$ cat src/rtl/sdram_write_post_pkg.sv
`default_nettype none
// ============================================================================
// sdram_write_post_pkg : shared widths and FSM state encoding for the
//                        SDRAM write-posting stage.
// Revision 1.0
// ============================================================================
package sdram_write_post_pkg;

    localparam int ADDR_W_DEF     = 23;
    localparam int DATA_W_DEF     = 16;
    localparam int DEPTH_LOG2_DEF = 2;

    typedef enum logic [1:0] {
        ST_IDLE  = 2'd0,
        ST_WRITE = 2'd1,
        ST_READ  = 2'd2,
        ST_GAP   = 2'd3
    } wpost_state_e;

endpackage
`default_nettype wire

$ cat src/rtl/sdram_write_post_fifo.sv
`default_nettype none
// ============================================================================
// sdram_write_post_fifo : synchronous FIFO of {addr,data} write entries.
// Revision 1.0
// ============================================================================
module sdram_write_post_fifo
    import sdram_write_post_pkg::*;
#(
    parameter int ADDR_W     = ADDR_W_DEF,
    parameter int DATA_W     = DATA_W_DEF,
    parameter int DEPTH_LOG2 = DEPTH_LOG2_DEF
) (
    input  logic                  Clk,
    input  logic                  ResetN,
    input  logic                  Push,
    input  logic [ADDR_W-1:0]     PushAddr,
    input  logic [DATA_W-1:0]     PushData,
    input  logic                  Pop,
    output logic [ADDR_W-1:0]     HeadAddr,
    output logic [DATA_W-1:0]     HeadData,
    output logic [DEPTH_LOG2:0]   Count,
    output logic                  Full,
    output logic                  Empty
);

    localparam int                DEPTH  = 1 << DEPTH_LOG2;
    localparam logic [DEPTH_LOG2:0] C_FULL = (DEPTH_LOG2 + 1)'(DEPTH);

    logic [ADDR_W+DATA_W-1:0] mem_q [DEPTH];
    logic [DEPTH_LOG2-1:0]    wr_ptr_q, rd_ptr_q;
    logic [DEPTH_LOG2:0]      count_q, count_d;

    // Storage needs no reset: entries are only read once count covers them.
    always_ff @(posedge Clk) begin
        if (Push) begin
            mem_q[wr_ptr_q] <= {PushAddr, PushData};
        end
    end

    always_comb begin
        count_d = count_q;
        case ({Push, Pop})
            2'b10:   count_d = count_q + (DEPTH_LOG2 + 1)'(1);
            2'b01:   count_d = count_q - (DEPTH_LOG2 + 1)'(1);
            default: count_d = count_q;
        endcase
    end

    always_ff @(posedge Clk or negedge ResetN) begin
        if (!ResetN) begin
            wr_ptr_q <= '0;
            rd_ptr_q <= '0;
            count_q  <= '0;
        end else begin
            if (Push) wr_ptr_q <= wr_ptr_q + DEPTH_LOG2'(1);
            if (Pop)  rd_ptr_q <= rd_ptr_q + DEPTH_LOG2'(1);
            count_q <= count_d;
        end
    end

    assign {HeadAddr, HeadData} = mem_q[rd_ptr_q];
    assign Count = count_q;
    assign Full  = (count_q == C_FULL);
    assign Empty = (count_q == '0);

endmodule
`default_nettype wire

$ cat src/rtl/sdram_write_post.sv
`default_nettype none
// ============================================================================
// sdram_write_post : posts host writes into a FIFO, drains them to the SDRAM
//                    controller by req/ack, and orders reads behind them.
// Revision 1.0
// ============================================================================
module sdram_write_post
    import sdram_write_post_pkg::*;
#(
    parameter int ADDR_W     = ADDR_W_DEF,
    parameter int DATA_W     = DATA_W_DEF,
    parameter int DEPTH_LOG2 = DEPTH_LOG2_DEF
) (
    input  logic              Clk,
    input  logic              ResetN,
    input  logic              HEn,
    input  logic              HWr,
    input  logic              HRd,
    input  logic [ADDR_W-1:0] HAddr,
    input  logic [DATA_W-1:0] HData,
    output logic [DATA_W-1:0] HDataRd,
    output logic              HRdValid,
    output logic              HStall,
    output logic              HErr,
    output logic              CReq,
    output logic              CWe,
    output logic [ADDR_W-1:0] CAddr,
    output logic [DATA_W-1:0] CWData,
    input  logic              CAck,
    input  logic [DATA_W-1:0] CRData
);

    wpost_state_e          state_q, state_d;
    logic                  rdpend_q, rdpend_d;
    logic [ADDR_W-1:0]     rdaddr_q, rdaddr_d;
    logic                  herr_q, herr_d;
    logic                  creq_q, creq_d;
    logic                  cwe_q, cwe_d;
    logic [ADDR_W-1:0]     caddr_q, caddr_d;
    logic [DATA_W-1:0]     cwdata_q, cwdata_d;
    logic [DATA_W-1:0]     hdatard_q, hdatard_d;
    logic                  hrdvalid_q, hrdvalid_d;

    logic                  w_wr_req, w_rd_req, w_push, w_pop;
    logic                  w_full, w_empty;
    logic [DEPTH_LOG2:0]   w_count;
    logic [ADDR_W-1:0]     w_head_addr;
    logic [DATA_W-1:0]     w_head_data;

    assign w_wr_req = HEn & HWr;
    assign w_rd_req = HEn & HRd;
    // Full is taken from the registered count, so a same-cycle pop cannot admit a push.
    assign w_push   = w_wr_req & ~w_full & ~rdpend_q;

    sdram_write_post_fifo #(
        .ADDR_W     (ADDR_W),
        .DATA_W     (DATA_W),
        .DEPTH_LOG2 (DEPTH_LOG2)
    ) u_fifo (
        .Clk      (Clk),
        .ResetN   (ResetN),
        .Push     (w_push),
        .PushAddr (HAddr),
        .PushData (HData),
        .Pop      (w_pop),
        .HeadAddr (w_head_addr),
        .HeadData (w_head_data),
        .Count    (w_count),
        .Full     (w_full),
        .Empty    (w_empty)
    );

    always_comb begin
        state_d    = state_q;
        rdpend_d   = rdpend_q;
        rdaddr_d   = rdaddr_q;
        herr_d     = herr_q;
        creq_d     = creq_q;
        cwe_d      = cwe_q;
        caddr_d    = caddr_q;
        cwdata_d   = cwdata_q;
        hdatard_d  = hdatard_q;
        hrdvalid_d = 1'b0;
        w_pop      = 1'b0;

        if (w_rd_req && !rdpend_q) begin
            rdpend_d = 1'b1;
            rdaddr_d = HAddr;
        end
        if ((w_wr_req && (w_full || rdpend_q)) || (w_rd_req && rdpend_q)) begin
            herr_d = 1'b1;
        end

        case (state_q)
            ST_IDLE: begin
                // Queued writes always go ahead of a pending read.
                if (w_count != '0) begin
                    state_d  = ST_WRITE;
                    creq_d   = 1'b1;
                    cwe_d    = 1'b1;
                    caddr_d  = w_head_addr;
                    cwdata_d = w_head_data;
                end else if (rdpend_q) begin
                    state_d  = ST_READ;
                    creq_d   = 1'b1;
                    cwe_d    = 1'b0;
                    caddr_d  = rdaddr_q;
                end
            end
            ST_WRITE: begin
                if (CAck) begin
                    w_pop   = ~w_empty;
                    creq_d  = 1'b0;
                    state_d = ST_GAP;
                end
            end
            ST_READ: begin
                if (CAck) begin
                    hdatard_d  = CRData;
                    hrdvalid_d = 1'b1;
                    rdpend_d   = 1'b0;
                    creq_d     = 1'b0;
                    state_d    = ST_GAP;
                end
            end
            ST_GAP:  state_d = ST_IDLE;
            default: state_d = ST_IDLE;
        endcase
    end

    always_ff @(posedge Clk or negedge ResetN) begin
        if (!ResetN) begin
            state_q    <= ST_IDLE;
            rdpend_q   <= 1'b0;
            rdaddr_q   <= '0;
            herr_q     <= 1'b0;
            creq_q     <= 1'b0;
            cwe_q      <= 1'b0;
            caddr_q    <= '0;
            cwdata_q   <= '0;
            hdatard_q  <= '0;
            hrdvalid_q <= 1'b0;
        end else begin
            state_q    <= state_d;
            rdpend_q   <= rdpend_d;
            rdaddr_q   <= rdaddr_d;
            herr_q     <= herr_d;
            creq_q     <= creq_d;
            cwe_q      <= cwe_d;
            caddr_q    <= caddr_d;
            cwdata_q   <= cwdata_d;
            hdatard_q  <= hdatard_d;
            hrdvalid_q <= hrdvalid_d;
        end
    end

    assign HDataRd  = hdatard_q;
    assign HRdValid = hrdvalid_q;
    assign HStall   = w_full | rdpend_q;
    assign HErr     = herr_q;
    assign CReq     = creq_q;
    assign CWe      = cwe_q;
    assign CAddr    = caddr_q;
    assign CWData   = cwdata_q;

endmodule
`default_nettype wire
$ cat config.mk
export PLATFORM = sky130hd
export DESIGN_NAME = sdram_write_post
export DESIGN_NICKNAME = d
export VERILOG_FILES = /design/src/rtl/sdram_write_post_pkg.sv /design/src/rtl/sdram_write_post_fifo.sv /design/src/rtl/sdram_write_post.sv
export SDC_FILE = /design/constraint.sdc
export NUM_CORES = 1
export LEC_CHECK = 0
export ABC_CLOCK_PERIOD_IN_PS = 6700
export CORE_UTILIZATION = 59
export CTS_CLUSTER_DIAMETER = 40
export DETAILED_ROUTE_END_ITERATION = 7
export PLACE_DENSITY = 0.84
export REMOVE_ABC_BUFFERS = 1
export SLEW_MARGIN = 20
export SYNTH_ARGS = -nofsm -noshare
export SYNTH_HDL_FRONTEND = slang
export SYNTH_SLANG_ARGS = --single-unit
$ cat constraint.sdc
create_clock -name Clk -period 6.7 [get_ports Clk]
set_input_delay 1.34 -clock Clk [delete_from_list [all_inputs] [get_ports Clk]]
set_output_delay 1.34 -clock Clk [all_outputs]
set_load 0.01 [all_outputs]
# ---- Yosys cells after proc, flatten, opt, wreduce, memory -nomap -nowiden
# Memory sizes are Yosys's and may differ from the RTL's.
# Cells that the tools add are included.
dict set report classes {
  n_eq_ne 8
  bitwise 8
  addsub 4
  reduce_logical 18
  mux 22
}
# operator n
set op_table {}
lappend op_table {{two-way mux 23 bit} 2}
lappend op_table {{two-way mux 1 bit} 14}
lappend op_table {{AND reduction 2 bit} 4}
lappend op_table {{== test 2 bit (second input constant)} 3}
lappend op_table {{two-way mux 2 bit} 3}
lappend op_table {{one-hot mux 2 bit (3 select lines)} 1}
lappend op_table {{one-hot mux 3 bit (2 select lines)} 1}
lappend op_table {{nonzero test 2 bit} 3}
lappend op_table {{adder 2 x 1 -> 2 bit (second input constant)} 2}
lappend op_table {{bitwise AND 1 bit} 4}
lappend op_table {{== test 2 x 1 -> 1 bit (second input constant)} 2}
lappend op_table {{adder 3 x 1 -> 3 bit (second input constant)} 1}
lappend op_table {{== test 3 bit (second input constant)} 1}
lappend op_table {{logical AND 1 bit} 3}
lappend op_table {{zero test 3 bit} 1}
lappend op_table {{!= test 3 bit (second input constant)} 1}
lappend op_table {{NOT 1 bit} 3}
lappend op_table {{AND reduction 3 bit} 1}
lappend op_table {{nonzero test 3 bit} 1}
lappend op_table {{subtractor 3 x 1 -> 3 bit (second input constant)} 1}
lappend op_table {{zero test 2 bit} 1}
lappend op_table {{logical OR 1 bit} 2}
lappend op_table {{!= test 2 x 1 -> 1 bit (second input constant)} 1}
lappend op_table {{one-hot mux 1 bit (2 select lines)} 1}
lappend op_table {{other kinds (3)} 3}
dict set report totals {
  out_inout_bits 60
  memories 1
  regBits 92
  ram_bits 156
  wordCells 74
}
# name words width rd rd_ports_with_merged_regs write_ports line_no
set mem_list {}
lappend mem_list {u_fifo.mem_q 4 39 1 0 1 sdram_write_post_fifo.sv:29} ;# logic [ADDR_W+DATA_W-1:0] mem_q [DEPTH];

# ---- Longest topological paths before layout
dict set report depth {
  depth_word 6
  ltp_mapped 10
  depth_no_buf 9
}

# ---- Cells and area by module
# From an unflattened synthesis, not the netlist that was laid out.
dict set report hier_totals {
  hier_cells 499
  area_unflattened_um2 9593.0
}
# module n_inst cells_each area_per_inst_um2
set modules_own_cells {}
lappend modules_own_cells {sdram_write_post_fifo 1 240 6073.3}
lappend modules_own_cells {sdram_write_post 1 259 3519.6}

# ---- Least setup slack after synthesis
# No wires, ideal clock.
dict set report synth_timing {
  kind {input to register}
  from {input HEn}
  to {memory u_fifo.mem_q[0][0] in the netlist's numbering, enable pin}
  arrival_time_ns 2.758
  setup_slack_ns 3.542
  setup_time_ns 0.400
  cell_stages 3
  cell_sequence {nand2_1 a211oi_2 and2_1}
}
dict set report synth_via {
  elab_chain_cells 5
}
# item line_no
set synth_rtl {}
lappend synth_rtl {{from (decl)} sdram_write_post.sv:16} ;# input logic HEn,
lappend synth_rtl {{bitwise AND 1 bit} sdram_write_post.sv:50} ;# assign w_wr_req = HEn & HWr;
lappend synth_rtl {{bitwise AND 1 bit (2 in a row)} sdram_write_post.sv:53} ;# assign w_push = w_wr_req & ~w_full & ~rdpend_q;
lappend synth_rtl {{two-way mux 1 bit} sdram_write_post_fifo.sv:35} ;# if (Push) begin
lappend synth_rtl {{two-way mux 1 bit (implied by the code)} sdram_write_post_fifo.sv:36} ;# mem_q[wr_ptr_q] <= {PushAddr, PushData};
lappend synth_rtl {{to (decl)} sdram_write_post_fifo.sv:29}
# No other way between the ends.

# ---- Worst setup path in the final report
dict set report layout_timing {
  from {register u_fifo.count_q[0], in the netlist u_fifo.Count[0]}
  to {output HStall}
}
dict set report layout_via {
  elab_chain_cells 2
}
# item line_no
set layout_rtl {}
lappend layout_rtl {{from (decl)} sdram_write_post_fifo.sv:31} ;# logic [DEPTH_LOG2:0] count_q, count_d;
lappend layout_rtl {{from (signal assigned)} sdram_write_post_fifo.sv:57} ;# count_q <= count_d;
lappend layout_rtl {{== test 3 bit} sdram_write_post_fifo.sv:63} ;# assign Full = (count_q == C_FULL);
lappend layout_rtl {{OR 1 bit} sdram_write_post.sv:159} ;# assign HStall = w_full | rdpend_q;
lappend layout_rtl {{to (decl)} sdram_write_post.sv:23} ;# output logic HStall,
# No other way between the ends.

==> summary.txt <==
Outcome
  – Status: finished clean

Layout
  – Finished Layout Cells: between 800 and 900
  – Share of cells above drive strength 1: 23.6%
  – Synth-to-layout area growth: 24.6%
  – Final instance area: around 12000 um^2
  – Layout Nets: 726
  – Post-layout util: 75.3%
  – N_diodes: 0

Clock network
  – Cts bufs inserted: 29
  – Buffer depth of the longest clock path: 3
  – Post-cts gate resize count: 0
  – Clk Latency, worst-skew pair: about 540 ps
  – H-Tree Depth: 1
  – CTS tree: yes
  – Root Buffer: clkbuf_16
  – Clk sinks: 248
  – Post-CTS Setup Inserts: 0
  – Hold_buf cts: 0
  – Clock transition at path regs: 50 ps

Setup path
  – CP max FO: 7
  – Reg2Reg Launch Point: u_fifo.Count[0]
  – CP Cell Sequence: nor2_1 -> a21o_1 -> clkdlybuf4s50_1
  – Critical Path AT: 1920 ps
  – CP endpoint kind: output pin
  – WS Path Type: reg -> out
  – Worst path max stage delay: between 500 and 600 ps
  – R2R cell count: 3
  – Critical Path RT: roughly 5400 ps
  – Reg2reg end: u_fifo.mem_q[1][28]
  – Startpoint types: flip-flop
  – Slowest stage cell, crit path: clkdlybuf4s50_1
  – Flop-to-flop setup slack: 4200 ps

Power
  – Pwr dens: 463 nW/um^2
  – Switch Pwr: 1.66 mW
  – Seq pwr share: 41.8%
  – Peak supply drop: 0.322 mV
  – Tot Pwr: 5.51 mW
  – Comb pwr share: 29.7%
  – Clk pwr share: 28.5%
  – P_int: 3.85 mW
  – Lkg Pwr: 4.38 nW
  – Net Sw Frac: between 30% and 40%

Place
  – Post-Place Cells: 838
  – Placed wire-length estimate: ~11000 um
  – Place WS: approximately 2900 ps
  – Placer congestion estimate: 0.719
  – Dpl cell area: 10900 um^2
  – Port buffer count: 120

Synth
  – Cell variety after synth: 37
  – Sequential area share after synthesis: 73.1%
  – Post-synth EDFFs: 156
  – Post-synth top cells: 156 x edfxtp_1, 92 x dfrtp_1, 50 x nand2_1
  – Top cell type's share of synthesized area: 49.0%
  – Synth warnings: 0
  – Ys async rst share: 37.1%
  – Cells after Synth: between 500 and 600
  – Synth Register Bits: 248
  – Synth top area cells: edfxtp_1 49%, dfrtp_1 24%, mux4_2 9.2%
  – Cell taking the most area after synthesis: edfxtp_1
  – Avg Inst Size Synth: 18.3 um^2
  – Count leader, synth: edfxtp_1
  – Top FF cell, synth: edfxtp_1
  – Mapped Area: about 9600 um^2

Drt
  – Routed vias/inst: about 5.8
  – Wire length per cell: between 20 and 25 um
  – Antenna Nets Post-Route: 0
  – Routed vias: 5142
  – Post-Route WL: 19500 um
  – DRT Pass-1 Iters: 5
  – Initial DRC Count: 325
  – Detailed-route DRC error count: 0

STA
  – Setup TNS: 0 ps
  – Slew @ Worst Pin: 1080 ps
  – Final min period: 3260 ps
  – Max-slew violations: 0
  – Crit share post-route: around half
  – Final hold vios: 0
  – Final setup vio count: 0
  – RSZ-0062 raised after global routing: no
  – Rel. slew slack: 27.8%
  – F_max: 0.306 GHz
  – Worst Hold Slack: about 460 ps
  – Worst Skew: between 10 and 15 ps
  – Worst setup margin: 3440 ps

GRT
  – Initial antenna violation count: 0
  – Grt ovf: 0
  – Largest net degree at the start of global routing: 59
  – Vias in the first global route: 5438
  – Total GRT Usage: 24.8%
  – Global-route wire length before repair: about 30000 um

Floorplan
  – IO Pins: 121
  – Row cnt: 46
  – Die Y: roughly 130 um
  – Core area: 15800 um^2
  – Die Wd: 129 um
  – Die ar.: 16700 um^2
  – Starting Density: 60.4%

Hold path
  – Hold depth: 1
  – Hold Crit Class: reg -> reg
  – Hold EP: HErr
  – Worst hold start: HErr

Run
  – Max-Cap Viols: 0
## power by group through the flow
stage / combinational, mW / sequential, mW / clock [mW]
6_report: 1.64 / 2.30 / 1.57
5_1_grt: 1.76 / 2.35 / 1.66
4_1_cts: 1.64 / 2.31 / 1.59
3_5_place_dp: 1.62 / 2.32 / 0
3_3_place_gp: 1.55 / 2.29 / 0
2_1_floorplan: 0.902 / 2.32 / 0
## worst max-delay path, delay by kind of cell (launching register included)
kind	cells	cell delay (ps)
flops	1	480
simple gates	1	230
buf+inv	1	530
compound gates	1	150
## layout make-up
type | instances | area [um^2]
clock buffer | 36 | 805
fill | 870 | 3910
tap | 216 | 270
timing repair buffer | 125 | 1250
inverter | 10 | 37.5
clock inverter | 17 | 169
sequential | 248 | 6990
multi-input combinational | 241 | 2390
## flip-flops by register name (all words and copies together) (netlist names), 2 cells and up
name	cells
state_q	2
u_fifo.wr_ptr_q	2
CAddr	23
u_fifo.rd_ptr_q	2
HDataRd	16
u_fifo.Count	3
u_fifo.mem_q	156
CWData	16
rdaddr_q	23
## layout by cell type (no fill, tap or decap), types with 2 or more instances in the layout
cell / netlist / layout
buf_4: 2 / 4
mux4_2: 39 / 39
clkinvlp_4: 0 / 2
mux2_4: 9 / 9
clkinv_2: 0 / 4
nand2_1: 50 / 50
clkdlybuf4s50_1: 0 / 119
nor2b_1: 2 / 2
bufinv_16: 0 / 2
a21o_1: 2 / 2
edfxtp_1: 156 / 156
clkbuf_16: 0 / 31
o21ai_0: 2 / 2
a31oi_1: 24 / 24
inv_6: 0 / 4
clkbuf_1: 8 / 4
xnor2_1: 3 / 3
a21oi_1: 5 / 5
clkinv_4: 0 / 2
mux2_2: 47 / 47
nor2_1: 27 / 27
inv_1: 10 / 10
dfrtp_1: 92 / 90
ha_1: 9 / 9
a2bb2oi_1: 2 / 2
xor2_1: 3 / 3
and2_2: 0 / 4
## logic make-up after synthesis
group                    after synthesis  share of synthesized area, %
XOR/XNOR                               6                         0.550
flip-flops                           248                          73.1
AND/OR/NAND/NOR                       90                          4.07
multiplexers                          95                          16.1
AO/OA/AOI/OAI                         40                          2.77
adder cells (fa/ha/maj)               10                          1.39
buffers and inverters                 35                          2.04
## how the worst max path moves through the flow
stage	start	endpoint	slack, ps	depth (start not counted)
2_1_floorplan	HEn	u_fifo.mem_q[0][0]	3540	3
3_3_place_gp	HEn	u_fifo.mem_q[3][2]	2980	4
3_5_place_dp	HEn	u_fifo.mem_q[0][2]	2880	4
4_1_cts	u_fifo.Count[0]	HStall	3420	3
5_1_grt	HEn	u_fifo.mem_q[0][8]	3320	4
6_report	u_fifo.Count[0]	HStall	3440	3
## routing by layer
metal	global-route usage, %	wire length, um
met4	8.51	397
met5	0	0
met2	41.5	10100
met1	33.6	7820
met3	3.96	1200
Power figures use the tool's default switching activity.
==> patch (same settings) <==
The 4 states of `wpost_state_e` get a one-hot encoding in 4 bits.
--- a/src/rtl/sdram_write_post_pkg.sv
+++ b/src/rtl/sdram_write_post_pkg.sv
@@ -12,7 +12,7 @@
 
-    typedef enum logic [1:0] {
-        ST_IDLE  = 2'd0,
-        ST_WRITE = 2'd1,
-        ST_READ  = 2'd2,
-        ST_GAP   = 2'd3
+    typedef enum logic [3:0] {
+        ST_IDLE  = 4'b0001,
+        ST_WRITE = 4'b0010,
+        ST_READ  = 4'b0100,
+        ST_GAP   = 4'b1000
     } wpost_state_e;
Formal check against the unedited RTL: no difference found for any inputs over 4 cycles, from zero or initial values and one cycle with ResetN low; so few cycles prove little.
==> patch against the unedited design <==
Setup slack worse by 0.099 ns. First-iteration DRC count is 17% higher. Total power is 3.3% lower. Die area is 0.14% lower. Sequential cell count is 2 higher. Routed wire length is 2.3% lower. Clock skew is 0.0025 ns lower. Sequential power is 6% lower. Final area is 0.37% lower. Synthesized area is 0.14% lower.
==> patch: results (changes against the unedited design) <==
Timing
  • Fmax: 0.298 GHz (-2.9%)
  • Hold slack: 0.459 ns (+0.00244 ns)
  • Worst Tran Pin Value: 1.12 ns (+0.0338 ns)

Run
  • Max Cap Violations: 0 (unchanged)

Logic synthesis
  • Synth async-reset ratio: 37.6% (+0.50 points)
  • Dominant cells by area after synthesis: edfxtp_1 49%, dfrtp_1 24%, mux4_2 9.2%
  • Synth Area in Compound Gates: 4.24% (+1.5 points)
  • Post-Synthesis Cells: 475 (-9.4%)
  • Netlist cell types: 45 (+22%)
  • Mux share of post-synthesis cell area: 16.3% (+0.17 points)
  • Adder-Cell Fraction of Synth Area: 0.865% (-0.52 points)
  • Synth top cells by count: 156 x edfxtp_1, 93 x dfrtp_1, 45 x mux2_2, 39 x mux4_2
  • Seq/Total Area, Yosys: 73.7% (+0.64 points)
  • Xor/xnor share of the synthesized area: 0.550% (+0.00079 points)

Layout
  • Fin cells: 843 (-5.6%)
  • Number of clock buffers in the layout: 37 (+2.8%)
  • Logic inverters: 9 (-1)
  • Clock network area share: 8.14% (-0.023 points)
  • Fillers: 868 (-0.23%)
  • Signal buffers: 124 (-0.80%)
  • Finished Core Util: 75.0% (-0.28 points)
  • Multi-In Gates: 191 (-21%)
  • FF/Latch Area: 7040 µm² (+0.70%)
  • Area of the multi-input gates: 2330 µm² (-2.8%)
  • Final layout net count: 672 (-7.4%)
  • Layout cells sized above 1: 25.8% (+2.2 points)
  • Signal buf overhead: 10.4% (-0.098 points)

Detailed routing
  • DR WL/cell: 22.6 µm (+3.5%)
  • Metal3 WL: 1.11 mm (-7.7%)
  • DRT iter0 DRCs: 380 (+17%)
  • DR vias: 4999 (-2.8%)
  • Met1 wire length: 7.86 mm (+0.42%)
  • Metal2 WL: 9.59 mm (-4.9%)

Global route
  • Vias in the first global route: 5262 (-3.2%)
  • GR met1 Demand/Resource: 31.7% (-1.9 points)
  • First-pass GRT wire length: 29.4 mm (-3.7%)
  • GR Layer Usage met3: 3.88% (-0.083 points)
  • Largest net degree at the start of global routing: 65 (+10%)
  • Total GRT Usage: 23.8% (-0.96 points)

Setup path
  • Crit path DAT: 2.02 ns (+0.10 ns)
  • Crit path max fanout: 6 (-1)
  • CP delay by family, top: simple AND/OR/NAND/NOR gates
  • Flop2flop setup slack: 4.25 ns (+0.05 ns)

Place
  • Placed Area: 10900 µm² (about the same)
  • Placed insts: 790 (-5.7%)
  • RePlAce Congestion: 0.710 (-1.2%)
  • Pre-CTS setup slack: 3.01 ns (+0.132 ns)

Pwr
  • Switch Pwr: 1.54 mW (-7.3%)
  • Sw Ratio: 28.9% (-1.2 points)
  • Leak: 4.31 nW (-1.5%)
  • Seq pwr: 2.17 mW (-6%)
  • Max VDD drop: 0.000278 V (-13%)

Run status
  • Status: finished, final reports clean

Clock network
  • Clock sinks: 250 (+0.81%)
  • Post-CTS setup repair buffer count: 0 (unchanged)

Worst hold path
  • Worst hold path class: reg2reg
patch: changes by cell type in the layout (fill, tap and decap cells not counted), moves of 4 or more:
cell / before / now
a21oi_1: 5 / 1
a31oi_1: 24 / 1
a2bb2oi_1: 2 / 24
nor2_1: 27 / 3
nand2_1: 50 / 1
o22ai_1: 0 / 24
ha_1: 9 / 5
patch: final timing paths:
| kind | from | to | cells after the start |
|---|---|---|---|
| min | HErr$_DFFE_PN0P_ | HErr$_DFFE_PN0P_ | 1 |
| min reg2reg | HErr$_DFFE_PN0P_ | HErr$_DFFE_PN0P_ | 1 |
| max | u_fifo.Count[0]$_DFFE_PN0P_ | HStall | 3 |
| min in group asynchronous | ResetN | CWData[12]$_DFFE_PN0P_ | 1 |
| max in group asynchronous | ResetN | u_fifo.rd_ptr_q[0]$_DFFE_PN0P_ | 2 |
| max reg2reg | state_q[3]$_DFFE_PN0P_ | u_fifo.Count[2]$_DFFE_PN0P_ | 8 |
